File: config.mk
export PLATFORM = sky130hd
export DESIGN_NAME = pcs_sync_multilane
export DESIGN_NICKNAME = d
export VERILOG_FILES = /design/src/rtl/pcs_sync_multilane.sv
export SDC_FILE = /design/constraint.sdc
export NUM_CORES = 1
export LEC_CHECK = 0
export CAP_MARGIN = 25
export CORE_ASPECT_RATIO = 0.9
export CORE_MARGIN = 2
export CORE_UTILIZATION = 55
export CTS_CLUSTER_DIAMETER = 80
export DETAILED_ROUTE_END_ITERATION = 7
export PLACE_DENSITY = 0.82
export SLEW_MARGIN = 25
export SYNTH_ARGS = -nofsm -noshare
export SYNTH_HDL_FRONTEND = slang
export SYNTH_SLANG_ARGS = --single-unit
File: constraint.sdc
create_clock -name Clk -period 7.43 [get_ports Clk]
set_clock_uncertainty 0.15 [all_clocks]
set_input_delay 1.1145 -clock Clk [delete_from_list [all_inputs] [get_ports Clk]]
set_output_delay 1.1145 -clock Clk [all_outputs]
set_load 0.03 [all_outputs]
File: src/rtl/pcs_sync_multilane.sv
// N-lane 1000BASE-X code-group synchronizer: per-lane comma acquisition, error
// hysteresis, SUDI generation and saturating loss-of-sync counters.
module pcs_sync_lane #(
  parameter int ACQ_COMMAS = 3,
  parameter int LOSS_ERRS  = 4,
  parameter int GOOD_RUN   = 4,
  parameter int CNT_W      = 8
) (
  input  logic             Clk,
  input  logic             mr_main_reset,
  input  logic             power_on,
  input  logic             cnt_clear,
  input  logic             i_ind,
  input  logic [9:0]       i_pudi,
  output logic [10:0]      o_sudi,
  output logic             o_sudi_valid,
  output logic             o_status,
  output logic             o_status_nxt,
  output logic [CNT_W-1:0] o_loss_cnt
);
  localparam int CW = $clog2(ACQ_COMMAS + 1);
  localparam int EW = $clog2(LOSS_ERRS + 1);
  localparam int GW = $clog2(GOOD_RUN + 1);

  localparam logic [1:0] LOS = 2'd0;
  localparam logic [1:0] CD  = 2'd1;
  localparam logic [1:0] SA  = 2'd2;

  logic [1:0]       r_state, w_state;
  logic [CW-1:0]    r_ccnt, w_ccnt;
  logic [EW-1:0]    r_err, w_err;
  logic [GW-1:0]    r_good, w_good;
  logic             r_even;
  logic [10:0]      r_sudi;
  logic             r_vld;
  logic [CNT_W-1:0] r_cnt;
  logic             w_comma, w_even, w_bad, w_loss;
  logic [3:0]       w_pop;

  always_comb begin
    w_comma = (i_pudi[9:3] == 7'b0011111) || (i_pudi[9:3] == 7'b1100000);
    w_pop   = 4'($countones(i_pudi));
    // A comma seen while unsynced re-anchors parity to even; otherwise parity alternates.
    w_even  = (power_on && r_state == LOS && w_comma) ? 1'b1 : ~r_even;
    w_bad   = (w_pop < 4'd4) || (w_pop > 4'd6) || (w_comma && !w_even);
    w_state = r_state;
    w_ccnt  = r_ccnt;
    w_err   = r_err;
    w_good  = r_good;
    w_loss  = 1'b0;
    if (!power_on) begin
      w_state = LOS;
    end else if (i_ind) begin
      case (r_state)
        LOS: begin
          if (w_comma) begin
            if (ACQ_COMMAS == 1) begin
              w_state = SA;
              w_err   = '0;
              w_good  = '0;
            end else begin
              w_state = CD;
              w_ccnt  = CW'(1);
            end
          end
        end
        CD: begin
          if (w_bad) begin
            w_state = LOS;
          end else if (w_comma) begin
            w_ccnt = r_ccnt + 1'b1;
            if (int'(w_ccnt) == ACQ_COMMAS) begin
              w_state = SA;
              w_err   = '0;
              w_good  = '0;
            end
          end
        end
        SA: begin
          if (w_bad) begin
            w_err  = r_err + 1'b1;
            w_good = '0;
            if (int'(w_err) == LOSS_ERRS) begin
              w_state = LOS;
              w_loss  = 1'b1;
            end
          end else if (r_err != '0) begin
            if (int'(r_good) + 1 == GOOD_RUN) begin
              w_err  = r_err - 1'b1;
              w_good = '0;
            end else begin
              w_good = r_good + 1'b1;
            end
          end else if (int'(r_good) < GOOD_RUN) begin
            w_good = r_good + 1'b1;
          end
        end
        default: w_state = LOS;
      endcase
    end
  end

  always_ff @(posedge Clk or posedge mr_main_reset) begin
    if (mr_main_reset) begin
      r_state <= LOS;
      r_ccnt  <= '0;
      r_err   <= '0;
      r_good  <= '0;
      r_even  <= 1'b0;
      r_sudi  <= '0;
      r_vld   <= 1'b0;
      r_cnt   <= '0;
    end else begin
      r_state <= w_state;
      r_ccnt  <= w_ccnt;
      r_err   <= w_err;
      r_good  <= w_good;
      r_vld   <= i_ind;
      if (i_ind) begin
        r_even <= w_even;
        r_sudi <= {w_even, i_pudi};
      end
      if (cnt_clear)
        r_cnt <= w_loss ? CNT_W'(1) : '0;
      else if (w_loss && r_cnt != '1)
        r_cnt <= r_cnt + 1'b1;
    end
  end

  assign o_sudi       = r_sudi;
  assign o_sudi_valid = r_vld;
  assign o_status     = (r_state == SA);
  assign o_status_nxt = (w_state == SA);
  assign o_loss_cnt   = r_cnt;
endmodule

module pcs_sync_multilane #(
  parameter int N_LANES    = 4,
  parameter int ACQ_COMMAS = 3,
  parameter int LOSS_ERRS  = 4,
  parameter int GOOD_RUN   = 4,
  parameter int CNT_W      = 8
) (
  input  logic                     Clk,
  input  logic                     mr_main_reset,
  input  logic                     power_on,
  input  logic [10*N_LANES-1:0]    PUDI,
  input  logic [N_LANES-1:0]       PUDI_indicate,
  input  logic                     cnt_clear,
  output logic [11*N_LANES-1:0]    SUDI,
  output logic [N_LANES-1:0]       SUDI_valid,
  output logic [N_LANES-1:0]       code_sync_status,
  output logic                     all_sync,
  output logic [CNT_W*N_LANES-1:0] sync_loss_cnt
);
  logic [N_LANES-1:0] w_stat_nxt;
  logic               r_all_sync;

  for (genvar i = 0; i < N_LANES; i++) begin : g_lane
    pcs_sync_lane #(
      .ACQ_COMMAS(ACQ_COMMAS), .LOSS_ERRS(LOSS_ERRS),
      .GOOD_RUN(GOOD_RUN), .CNT_W(CNT_W)
    ) u_lane (
      .Clk          (Clk),
      .mr_main_reset(mr_main_reset),
      .power_on     (power_on),
      .cnt_clear    (cnt_clear),
      .i_ind        (PUDI_indicate[i]),
      .i_pudi       (PUDI[10*i +: 10]),
      .o_sudi       (SUDI[11*i +: 11]),
      .o_sudi_valid (SUDI_valid[i]),
      .o_status     (code_sync_status[i]),
      .o_status_nxt (w_stat_nxt[i]),
      .o_loss_cnt   (sync_loss_cnt[CNT_W*i +: CNT_W])
    );
  end

  // Registered from next-state so it moves on the same edge as the lane statuses.
  always_ff @(posedge Clk or posedge mr_main_reset) begin
    if (mr_main_reset) r_all_sync <= 1'b0;
    else               r_all_sync <= &w_stat_nxt;
  end

  assign all_sync = r_all_sync;
endmodule

==> results.md <==
- CP startpoint kind: input port
- Final Setup Violations: 0
- Antenna diodes: 0
- CTS Root Cell: clkbuf_16
- RSZ-0062 raised after global routing: no
- Worst slew margin: 0.447
- R2R Path Start: g_lane[2].u_lane.r_state[0]
- R2R depth: 9
- Post-synthesis cell count: around 850
- Worst-path clk slew: 60 ps
- Commonest non-fill, non-tap cell in the layout: clkdlybuf4s50_1
- Leak: 4.51 nW
- Met3 wire len: 693 um
- Vias: 6601
- CTS tree: yes
- Post-route minimum period: 5560 ps
- Netlist cell types: 88
- Total track usage: 0.237
- WP data arrival: between 5000 and 6000 ps
- Worst-skew pair later-pin latency: between 400 and 500 ps
- Main synth FF type: dfrtp_1
- Post-route DRC: 0
- Buffers on Ports: 132
- Hold Path Stages: 1
- Mean Syn Cell Area: 9.79 um^2
- Fill count: 1105
- Initial antenna violation count: 0
- Die H: 120 um
- Synthesized area: 0.00827 mm^2
- Most frequent cells in the layout: clkdlybuf4s50_1, dfrtp_1, inv_1
- Critical-path cell list: clkdlybuf4s50_1 > ha_1 > inv_1 > fa_1 > fa_1 > fa_1 > fa_1 > o22a_1 > nor3_1 > a41oi_1 > nor3_1 > o21ai_0 > a32o_1
- Post-CTS resize count: 0
- # IOs: ~130
- H-tree levels: 4
- Max-cap violations: 0
- Worst Path Required: approximately 7600 ps
- Peak supply drop: around 170 uV
- Max Fclk: between 150 and 200 MHz
- Routed Antenna Nets: 0
- FF+latch area: 0.00303 mm^2
- Max Used Layer: met4
- Hold path start: g_lane[3].u_lane.o_sudi[10]
- Routed WL: between 15000 and 20000 um
- Clk sinks: 121
- Wire per inst: around 15 um
- Final GP Congestion: about 0.86
- Final Max Tran Viols: 0
- Die ar.: roughly 0.016 mm^2
- Crit-path max cell delay: around 520 ps
- Most frequent cell on the critical path: fa_1
- Largest net degree at the start of global routing: 69
- Drt first pass iters: 8
- Max clock buf depth: 2
- Final worst setup slack: about 1900 ps
- Final hold vios: 0
- Worst path slowest cell: fa_1
- Worst-margin pin slew: approximately 830 ps
- Core ar.: between 0.01 and 0.015 mm^2
- Pre-CTS WS: around 1500 ps
- Row cnt: 42
- Placed cell area: 0.00966 mm^2
- Post-route cell area: about 0.010 mm^2
- Die W: ~130 um
- RR Endpoint: g_lane[2].u_lane.r_err[2]
- Detail Placement HPWL: approximately 13000 um
- Power per cell area: around 210 mW/mm^2
- Seq cells post-synth: approximately 120
- CTS hold repair buffers: 0
- Layout Nets: roughly 1100
- Hold Path End: g_lane[3].u_lane.o_sudi[10]
- Worst setup EP type: flop
- Final period utilization: 0.748
- Post-CTS Setup Inserts: 0
- Post-synthesis sequential area ratio: 0.366
- Post-DR vias/cell: ~5.6
- Number of global-route vias before repair: 6574
- Critical path class: input port to flop
- 1st-iter DRT viols: 445
- Metal2 WL: 8840 um
- Status: complete, no violations
- EDFF count, synth: 0
- Total grt overflow: 0
- Num CTS Buffers: 17
- Area growth from synthesis to layout: 24.3%
- Critical path peak fanout: 6
- Met1 wire length: between 8000 and 9000 um
- Synth warn: 0
- Async SR Flop Fraction: 1.00
- Setup TNS: 0 ps
- R2R setup slack: between 4000 and 5000 ps
- Initial Util: 0.562
- Synthesized Nets: around 990
- Layout cells sized above 1: 0.112
- Type of the worst min-delay path: flop to flop
- Global-route wire length before repair: 30800 um
- Area of the multi-input gates: approximately 0.0046 mm^2
==> routing by layer <==
| layer | track usage | vias to the layer above |
|---|---|---|
| met2 | 0.401 | 173 |
| met1 | 0.308 | 3219 |
| met4 | 0.0785 | 0 |
| met3 | 0.0474 | 21 |
| li1 | - | 3188 |
| met5 | 0 | - |
==> stage by stage <==
stage | cells | hold WS [ps] | total power [mW] | utilization
floorplan | 845 | 312 | 1.16 | -
global placement | 1145 | 330 | 1.30 | 0.656
detailed placement | 1145 | 341 | 1.32 | 0.656
CTS | 1177 | 351 | 2.20 | 0.698
global route | 1177 | 379 | 2.31 | 0.699
finish | 1177 | 353 | 2.18 | 0.699
==> worst max path at each step <==
stage	from	endpoint	depth (start not counted)
floorplan	PUDI[8]	g_lane[0].u_lane.r_err[2]	12
global placement	PUDI[23]	g_lane[2].u_lane.o_loss_cnt[0]	12
detailed placement	PUDI[23]	g_lane[2].u_lane.o_loss_cnt[0]	12
CTS	PUDI[23]	g_lane[2].u_lane.o_loss_cnt[0]	12
global route	PUDI[23]	g_lane[2].u_lane.r_err[2]	13
finish	PUDI[23]	g_lane[2].u_lane.r_err[2]	13
==> flip-flops by register name, indices dropped and copies added (netlist names) <==
name and count:
g_lane.u_lane.r_ccnt 8, all_sync 1, g_lane.u_lane.o_sudi 44, g_lane.u_lane.o_loss_cnt 32, g_lane.u_lane.r_state 8, g_lane.u_lane.o_sudi_valid 4, g_lane.u_lane.r_good 12, g_lane.u_lane.r_err 12
==> power breakdown <==
part | internal (mW) | switching, mW | total (mW) | leakage [nW]
Clock | 0.535 | 0.325 | 0.860 | 0.302
Combinational | 0.238 | 0.354 | 0.592 | 2.70
Sequential | 0.701 | 0.0274 | 0.728 | 1.51
Total | 1.47 | 0.707 | 2.18 | 4.51
==> kinds of logic after synthesis <==
group / synth area share
xor+xnor: 0.0286
simple gates: 0.166
fa+ha+maj: 0.173
buf+inv: 0.0734
flops: 0.366
compound gates: 0.122
mux: 0.0710
==> worst max-delay path, delay by kind of cell <==
family | cells | cell delay (ps)
adders and majority gates | 5 | 2190
and+or+nand+nor | 2 | 960
buffers and inverters | 2 | 560
AOI/OAI and AO/OA | 4 | 880
==> final cells by class <==
class,instances,share of cell area
repair buffers,135,0.131
clock inverters,15,0.0186
inverters,106,0.0389
multi-input cells,585,0.452
clock buffers,17,0.0414
flip-flops and latches,121,0.295
well taps,198,0.0241
==> synthesized netlist by cell type, drive strengths merged (3+ instances only) <==
| library cell | number | area, um^2 |
|---|---|---|
| nand2b | 6 | 37.5 |
| xnor2 | 24 | 210 |
| inv | 106 | 398 |
| and3 | 7 | 45.1 |
| a21boi | 4 | 41.3 |
| nand2 | 53 | 199 |
| nor2b | 12 | 75.1 |
| nor4b | 4 | 47.6 |
| o22ai | 8 | 50.1 |
| mux2 | 45 | 507 |
| a22oi | 4 | 30.0 |
| mux2i | 8 | 80.1 |
| nor3b | 4 | 30.0 |
| and2 | 8 | 51.3 |
| dfrtp | 121 | 3030 |
| nand4 | 15 | 93.8 |
| nand3 | 35 | 175 |
| or2 | 5 | 31.3 |
| o21ai | 40 | 204 |
| a31o | 4 | 35.0 |
| xor2 | 3 | 26.3 |
| a211oi | 7 | 57.6 |
| fa | 24 | 480 |
| ha | 76 | 951 |
| buf | 19 | 129 |
| a21oi | 19 | 98.9 |
| a32o | 4 | 40.0 |
| o211ai | 7 | 52.6 |
| nor4 | 9 | 56.3 |
| o21bai | 3 | 22.5 |
| and4 | 3 | 27.5 |
| nand4b | 3 | 26.3 |
| clkbuf | 13 | 68.8 |
| nor3 | 25 | 130 |
| nor2 | 63 | 236 |
| a31oi | 5 | 31.3 |
| o21a | 3 | 22.5 |
| a21o | 4 | 30.0 |
Power figures use the tool's default switching activity.
